==> src/rtl/multdiv_issue_pkg.sv <==
// Shared types and defaults for the multdiv requester: FSM states, op encodings, sizing.
package multdiv_pkg;

   typedef enum logic [1:0] {
      IDLE,
      START,
      WAIT,
      WB
   } state_e;

   localparam logic OP_MULT = 1'b0;
   localparam logic OP_DIV  = 1'b1;

   localparam int unsigned TIMEOUT_DEF = 48;
   localparam int unsigned RD_W_DEF    = 5;

endpackage

==> src/rtl/multdiv_issue_if.sv <==
// Bundle of issue, multdiv and writeback signals; master is the requester, slave the environment.
interface multdiv_issue_if
   import multdiv_pkg::*;
#(
   parameter int unsigned RD_W = RD_W_DEF
);

   logic            issue_valid;
   logic            issue_is_div;
   logic [31:0]     issue_opA;
   logic [31:0]     issue_opB;
   logic [RD_W-1:0] issue_rd;
   logic            issue_ready;
   logic            flush;
   logic            stall;
   logic [31:0]     md_operandA;
   logic [31:0]     md_operandB;
   logic            md_ctrl_MULT;
   logic            md_ctrl_DIV;
   logic [31:0]     md_result;
   logic            md_exception;
   logic            md_resultRDY;
   logic            wb_valid;
   logic [RD_W-1:0] wb_rd;
   logic [31:0]     wb_data;
   logic            wb_exception;

   modport master (
      input  issue_valid, issue_is_div, issue_opA, issue_opB, issue_rd, flush,
             md_result, md_exception, md_resultRDY,
      output issue_ready, stall, md_operandA, md_operandB, md_ctrl_MULT, md_ctrl_DIV,
             wb_valid, wb_rd, wb_data, wb_exception
   );

   modport slave (
      output issue_valid, issue_is_div, issue_opA, issue_opB, issue_rd, flush,
             md_result, md_exception, md_resultRDY,
      input  issue_ready, stall, md_operandA, md_operandB, md_ctrl_MULT, md_ctrl_DIV,
             wb_valid, wb_rd, wb_data, wb_exception
   );

endinterface

==> src/rtl/md_timeout_ctr.sv <==
// WAIT-phase cycle counter: clear, saturating increment, and flags for the first and last cycle.
module md_timeout_ctr #(
   parameter int unsigned TIMEOUT = 48
) (
   input  logic clk_i,
   input  logic rst_ni,
   input  logic clr_i,
   input  logic en_i,
   output logic zero_o,
   output logic expired_o
);

   localparam int unsigned     CW   = (TIMEOUT > 1) ? $clog2(TIMEOUT) : 1;
   localparam logic [CW-1:0]   LAST = CW'(TIMEOUT - 1);

   logic [CW-1:0] cnt_q, cnt_d;

   always_comb begin
      cnt_d = cnt_q;
      if (clr_i) begin
         cnt_d = '0;
      end else if (en_i && (cnt_q != LAST)) begin
         cnt_d = cnt_q + 1'b1;
      end
   end

   always_ff @(posedge clk_i or negedge rst_ni) begin
      if (!rst_ni) begin
         cnt_q <= '0;
      end else begin
         cnt_q <= cnt_d;
      end
   end

   assign zero_o    = (cnt_q == '0);
   assign expired_o = (cnt_q == LAST);

endmodule

==> src/rtl/multdiv_issue.sv <==
// Execute-stage requester for multdiv: latch op, pulse start, wait for ready or timeout, write back.
module multdiv_issue
   import multdiv_pkg::*;
#(
   parameter int unsigned TIMEOUT = TIMEOUT_DEF,
   parameter int unsigned RD_W    = RD_W_DEF
) (
   input logic             clock,
   input logic             reset_n,
   multdiv_issue_if.master bus
);

   state_e          st_q;
   logic            ready_q;
   logic            mult_q, div_q;
   logic [31:0]     opa_q, opb_q;
   logic [RD_W-1:0] rd_q;
   logic            wb_valid_q;
   logic [RD_W-1:0] wb_rd_q;
   logic [31:0]     wb_data_q;
   logic            wb_exc_q;
   logic            cnt_zero, cnt_expired;

   md_timeout_ctr #(
      .TIMEOUT(TIMEOUT)
   ) u_timeout (
      .clk_i    (clock),
      .rst_ni   (reset_n),
      .clr_i    (st_q == START),
      .en_i     (st_q == WAIT),
      .zero_o   (cnt_zero),
      .expired_o(cnt_expired)
   );

   always_ff @(posedge clock or negedge reset_n) begin
      if (!reset_n) begin
         st_q       <= IDLE;
         ready_q    <= 1'b1;
         mult_q     <= 1'b0;
         div_q      <= 1'b0;
         opa_q      <= '0;
         opb_q      <= '0;
         rd_q       <= '0;
         wb_valid_q <= 1'b0;
         wb_rd_q    <= '0;
         wb_data_q  <= '0;
         wb_exc_q   <= 1'b0;
      end else begin
         mult_q     <= 1'b0;
         div_q      <= 1'b0;
         wb_valid_q <= 1'b0;
         // Flush outranks issue and ready; a pulse already on the wire in START still reaches multdiv.
         if (bus.flush) begin
            st_q    <= IDLE;
            ready_q <= 1'b1;
         end else begin
            case (st_q)
               IDLE: begin
                  if (bus.issue_valid) begin
                     opa_q   <= bus.issue_opA;
                     opb_q   <= bus.issue_opB;
                     rd_q    <= bus.issue_rd;
                     mult_q  <= (bus.issue_is_div == OP_MULT);
                     div_q   <= (bus.issue_is_div == OP_DIV);
                     ready_q <= 1'b0;
                     st_q    <= START;
                  end
               end
               START: st_q <= WAIT;
               WAIT: begin
                  // First WAIT cycle masks a ready left over from the previous op.
                  if (bus.md_resultRDY && !cnt_zero) begin
                     wb_data_q  <= bus.md_result;
                     wb_exc_q   <= bus.md_exception;
                     wb_rd_q    <= rd_q;
                     wb_valid_q <= 1'b1;
                     st_q       <= WB;
                  end else if (cnt_expired) begin
                     wb_data_q  <= '0;
                     wb_exc_q   <= 1'b1;
                     wb_rd_q    <= rd_q;
                     wb_valid_q <= 1'b1;
                     st_q       <= WB;
                  end
               end
               WB: begin
                  ready_q <= 1'b1;
                  st_q    <= IDLE;
               end
               default: begin
                  ready_q <= 1'b1;
                  st_q    <= IDLE;
               end
            endcase
         end
      end
   end

   assign bus.stall = (st_q == START) || (st_q == WAIT) ||
                      ((st_q == IDLE) && bus.issue_valid && !bus.flush);

   assign bus.issue_ready  = ready_q;
   assign bus.md_operandA  = opa_q;
   assign bus.md_operandB  = opb_q;
   assign bus.md_ctrl_MULT = mult_q;
   assign bus.md_ctrl_DIV  = div_q;
   assign bus.wb_valid     = wb_valid_q;
   assign bus.wb_rd        = wb_rd_q;
   assign bus.wb_data      = wb_data_q;
   assign bus.wb_exception = wb_exc_q;

endmodule
==> src/flat_wrapper.sv <==
// flat-port wrapper written by rule: the top's interface ports become plain ports
module multdiv_issue_flat import multdiv_pkg::*;
#(
   parameter int unsigned TIMEOUT = TIMEOUT_DEF,
   parameter int unsigned RD_W    = RD_W_DEF
)
  (clock, reset_n, bus_issue_valid, bus_issue_is_div, bus_issue_opA, bus_issue_opB, bus_issue_rd, bus_flush, bus_md_result, bus_md_exception, bus_md_resultRDY, bus_issue_ready, bus_stall, bus_md_operandA, bus_md_operandB, bus_md_ctrl_MULT, bus_md_ctrl_DIV, bus_wb_valid, bus_wb_rd, bus_wb_data, bus_wb_exception);
  multdiv_issue_if #(.RD_W(RD_W)) bus_i ();
  input logic clock;
  input logic reset_n;
  input wire logic [$bits(bus_i.issue_valid)-1:0] bus_issue_valid;
  input wire logic [$bits(bus_i.issue_is_div)-1:0] bus_issue_is_div;
  input wire logic [$bits(bus_i.issue_opA)-1:0] bus_issue_opA;
  input wire logic [$bits(bus_i.issue_opB)-1:0] bus_issue_opB;
  input wire logic [$bits(bus_i.issue_rd)-1:0] bus_issue_rd;
  input wire logic [$bits(bus_i.flush)-1:0] bus_flush;
  input wire logic [$bits(bus_i.md_result)-1:0] bus_md_result;
  input wire logic [$bits(bus_i.md_exception)-1:0] bus_md_exception;
  input wire logic [$bits(bus_i.md_resultRDY)-1:0] bus_md_resultRDY;
  output wire logic [$bits(bus_i.issue_ready)-1:0] bus_issue_ready;
  output wire logic [$bits(bus_i.stall)-1:0] bus_stall;
  output wire logic [$bits(bus_i.md_operandA)-1:0] bus_md_operandA;
  output wire logic [$bits(bus_i.md_operandB)-1:0] bus_md_operandB;
  output wire logic [$bits(bus_i.md_ctrl_MULT)-1:0] bus_md_ctrl_MULT;
  output wire logic [$bits(bus_i.md_ctrl_DIV)-1:0] bus_md_ctrl_DIV;
  output wire logic [$bits(bus_i.wb_valid)-1:0] bus_wb_valid;
  output wire logic [$bits(bus_i.wb_rd)-1:0] bus_wb_rd;
  output wire logic [$bits(bus_i.wb_data)-1:0] bus_wb_data;
  output wire logic [$bits(bus_i.wb_exception)-1:0] bus_wb_exception;
  assign bus_i.issue_valid = bus_issue_valid;
  assign bus_i.issue_is_div = bus_issue_is_div;
  assign bus_i.issue_opA = bus_issue_opA;
  assign bus_i.issue_opB = bus_issue_opB;
  assign bus_i.issue_rd = bus_issue_rd;
  assign bus_i.flush = bus_flush;
  assign bus_i.md_result = bus_md_result;
  assign bus_i.md_exception = bus_md_exception;
  assign bus_i.md_resultRDY = bus_md_resultRDY;
  assign bus_issue_ready = bus_i.issue_ready;
  assign bus_stall = bus_i.stall;
  assign bus_md_operandA = bus_i.md_operandA;
  assign bus_md_operandB = bus_i.md_operandB;
  assign bus_md_ctrl_MULT = bus_i.md_ctrl_MULT;
  assign bus_md_ctrl_DIV = bus_i.md_ctrl_DIV;
  assign bus_wb_valid = bus_i.wb_valid;
  assign bus_wb_rd = bus_i.wb_rd;
  assign bus_wb_data = bus_i.wb_data;
  assign bus_wb_exception = bus_i.wb_exception;
  multdiv_issue #(.TIMEOUT(TIMEOUT), .RD_W(RD_W)) u_core (.clock(clock), .reset_n(reset_n), .bus(bus_i));
endmodule
==> config.mk <==
export PLATFORM = sky130hd
export DESIGN_NAME = multdiv_issue_flat
export DESIGN_NICKNAME = d
export VERILOG_FILES = /design/src/rtl/multdiv_issue_pkg.sv /design/src/rtl/multdiv_issue_if.sv /design/src/rtl/md_timeout_ctr.sv /design/src/rtl/multdiv_issue.sv /design/src/flat_wrapper.sv
export SDC_FILE = /design/constraint.sdc
export NUM_CORES = 1
export LEC_CHECK = 0
export CORE_MARGIN = 1.5
export CORE_UTILIZATION = 42
export DETAILED_ROUTE_END_ITERATION = 10
export HOLD_SLACK_MARGIN = 0.15
export PLACE_DENSITY = 0.79
export SYNTH_ARGS = -nofsm -noshare
export SYNTH_HDL_FRONTEND = slang
export SYNTH_HIERARCHICAL = 1
export SYNTH_SLANG_ARGS = --single-unit
==> constraint.sdc <==
create_clock -name clock -period 1.9 [get_ports clock]
set_input_delay 0.285 -clock clock [delete_from_list [all_inputs] [get_ports clock]]
set_output_delay 0.285 -clock clock [all_outputs]
set_load 0.02 [all_outputs]
==> flow_summary_export.csv, run 1 <==
group,metric,value,unit
pwr,combPwrFrac,43.4,%
floorplanning,die_w,109.0,um
floorplanning,initial_utilization,43.32,%
floorplanning,core,10890,um2
pwr,vdd_drop_max,0.0009125,V
worst_setup_path,r2r_slack,0.07,ns
global_route,grt_overflow,0,
worst_setup_path,cp_num_buf_inv,2,
final_layout,syn2layout_area_growth,62.76,%
final_layout,final_cell_mix,"clkdlybuf4s50_1 (211), dfrtp_1 (118), mux2_2 (76)",
drt,drc,0,
worst_setup_path,slowest_stage,"dfrtp_1",
worst_setup_path,worstSetupStartpointType,"flip-flop",
final_layout,final_layout_size_suffix_gt1_share,24.42,%
worst_setup_path,path_class,"reg -> reg",
floorplanning,die_area,11880,um2
clock_network,cts_sinks,119,
run_status,status,"finished clean",
pwr,p_seq_share,33.4,%
floorplanning,dieHeight,109.0,um
timing,finClkSkew,0.006131,ns
worst_setup_path,endpoint_kind,"flip-flop",
synth,synth.lib_cells_used.distinct,37,
timing,period_needed,1.832,ns
floorplanning,io_pins,215,
timing,fmax,545.9,MHz
clock_network,clockBufferDepth,2,
clock_network,clk-insertion-delay-late,0.51,ns
clock_network,cts_buffers,17,
final_layout,final_util,70.51,%
worst_setup_path,slowest_delay,0.42,ns
clock_network,cts_tree,"done",
timing,finalSetupViolations,0,
placement,dpl.cell_count,667,
worst_hold_path,min_path_type,"in -> async",
timing,hold_ws,0.2726,ns
final_layout,final_common_cell,"clkdlybuf4s50_1",
pwr,p_int,8.488,mW
placement,dp_hpwl,8.235,mm
synth,ys_warn_count,6,
global_route,grt_pass1_vias,3667,
pwr,p_leak,3.392,nW
drt,wire_per_inst,16.42,um
drt,detail-route-antenna-nets,0,
pwr,p_per_area,1642,nW/um2
global_route,grt_pass1_wl,17.75,mm
worst_setup_path,arrival,2.22,ns
synth,synth_nets,424,
timing,tightestPinTransition,0.4463,ns
pwr,clockPowerShare,23.3,%
synth,synth_seq_cells,119,
final_layout,nNetsFinal,664,
drt,drt_wl_total,11.51,mm
pwr,netSwitchingFraction,32.66,%
worst_setup_path,startpoint,"u_core/u_timeout/cnt_q[0]",
timing,finalHoldViolCount,0,
clock_network,clockRootBuffer,"clkbuf_8",
worst_setup_path,cp_max_fo,38,
worst_setup_path,cpLargestDelayFamily,"flip-flops",
global_route,grt_max_degree,46,
synth,synth-main-ff-cell,"dfrtp_1",
drt,dr_total_vias,3421,
timing,slew_headroom,70.25,%
drt,vias_per_cell,4.880,
final_layout,n_antenna_cell,0,
final_layout,fin_cells,701,
synth,netlist_area,4717,um2
placement,place_congestion,0.7443,
synth,synth_cells,309,
clock_network,clkTransAtPathRegs,0.05,ns
timing,drv_slew,0,
floorplanning,rows,38,
timing,fin_crit_sh,96.41,%
worst_setup_path,r2r-start,"u_core/u_timeout/cnt_q[0]",
synth,synth-edff-count,0,
worst_setup_path,required,2.29,ns
pwr,total_power,12.60,mW
clock_network,htreeDepth,4,
placement,post_dp_cell_area,7111,um2
synth,synthArstFlopShare,100.0,%
worst_setup_path,path_cells,"inv_1 > ha_1 > and3_1 > nand2b_2 > a21o_1 > buf_12 > mux2_2",
pwr,power_switching,4.116,mW
synth,syn_area_per_cell,15.27,um2
synth,ys_seq_area_share,63.16,%
job,maxCapViolCount,0,
drt,drt_pre_antenna_iters,4,
final_layout,finish.instance_area,7677,um2
global_route,grt_use_total,19.81,%
drt,dr.first_iter.drc_count,160,
global_route,antenna_found_initial,0,
placement,io_buffers,214,
## flip-flops by register name (all words and copies together) (netlist names)
register / cells
u_core/bus.issue_ready: 1
u_core/bus.md_ctrl_DIV: 1
u_core/bus.md_ctrl_MULT: 1
u_core/bus.md_operandA: 32
u_core/bus.md_operandB: 32
u_core/bus.wb_data: 32
u_core/bus.wb_exception: 1
u_core/bus.wb_rd: 5
u_core/bus.wb_valid: 1
u_core/rd_q: 5
u_core/st_q: 2
u_core/u_timeout/cnt_q: 6
## timing repair
action	4_1_cts	5_1_grt
setup buffers	1	1
hold buffers	1	0
pin swaps	0	0
endpoints found under the hold margin	119	0
endpoints found under the setup margin	2	7
gates resized for setup	6	2
## Yosys cell counts, types with 2 or more instances
| cell | n | area, um2 |
|---|---|---|
| a21oi_1 | 2 | 10.01 |
| a22o_1 | 32 | 280.3 |
| and3_1 | 2 | 12.51 |
| and4b_1 | 2 | 20.02 |
| buf_2 | 4 | 20.02 |
| buf_6 | 9 | 101.4 |
| clkbuf_1 | 2 | 7.510 |
| dfrtp_1 | 118 | 2953 |
| ha_1 | 7 | 87.58 |
| inv_1 | 7 | 26.28 |
| mux2_2 | 76 | 855.8 |
| mux2i_1 | 2 | 20.02 |
| nand2_1 | 3 | 11.26 |
| nand2b_1 | 5 | 31.28 |
| nand3_1 | 2 | 10.01 |
| nor2_1 | 11 | 41.29 |
| nor3_1 | 3 | 15.01 |
| nor3b_1 | 3 | 22.52 |
## power groups by stage
stage                     Clock [mW]  Combinational [mW]  Sequential [mW]
final                           2.93                5.47             4.21
after global routing            3.13                5.78             4.34
after CTS                       3.01                5.51             4.21
after detailed placement           0                5.48             4.23
after global placement             0                5.37             4.18
after floorplan                    0                1.49             5.44
## through the flow
step                      setup slack (ns)  setup TNS, ns
after floorplan                     0.1877              0
after CTS                          0.03469              0
after detailed placement          -0.06232        -0.1057
after global routing              -0.01222       -0.01222
after global placement            -0.05689       -0.05689
final                              0.06815              0
## worst paths after layout
path                       cells after the start                          to
max reg2reg                                    7         u_core/bus.wb_rd[4]
max                                            7         u_core/bus.wb_rd[4]
min                                            2  u_core/bus.md_operandB[20]
max in group asynchronous                      3  u_core/bus.md_operandA[13]
min reg2reg                                    1              u_core/rd_q[1]
min in group clock                             2     u_core/bus.md_ctrl_MULT
## layout make-up
class                   count  area [um2]
multi-input cells         167        1580
fillers                   783        3211
repair buffers            237        2371
clock inverters             9       102.6
well taps                 140       175.2
inverters                   7       26.28
clock buffers              22       442.9
flip-flops and latches    119        2979
## per-layer routing
layer / share of wire [%] / GRT usage, % / routed length, um
met2: 50 / 33.66 / 5797
met1: 39 / 21.74 / 4482
met3: 9.3 / 8.368 / 1071
met5: 0 / 0 / 0
met4: 1.4 / 8.177 / 159
## logic make-up after synthesis
family          Yosys count  synth area share [%]
fa+ha+maj                 7                 1.857
flops                   119                 63.16
compound gates           41                 7.401
simple gates             41                 5.570
mux                      78                 18.57
buf+inv                  23                 3.449
No activity file was read; power rests on OpenSTA's default activity.
==> run 2, diff against run 1 <==
--- a/config.mk
+++ b/config.mk
@@ -5,6 +5,7 @@
 export SDC_FILE = /design/constraint.sdc
 export NUM_CORES = 1
 export LEC_CHECK = 0
+export CAP_MARGIN = 20
 export CORE_MARGIN = 1.5
 export CORE_UTILIZATION = 42
 export DETAILED_ROUTE_END_ITERATION = 10
==> results of run 2 <==
Final layout, timing and power as in run 1 (identical DEF).
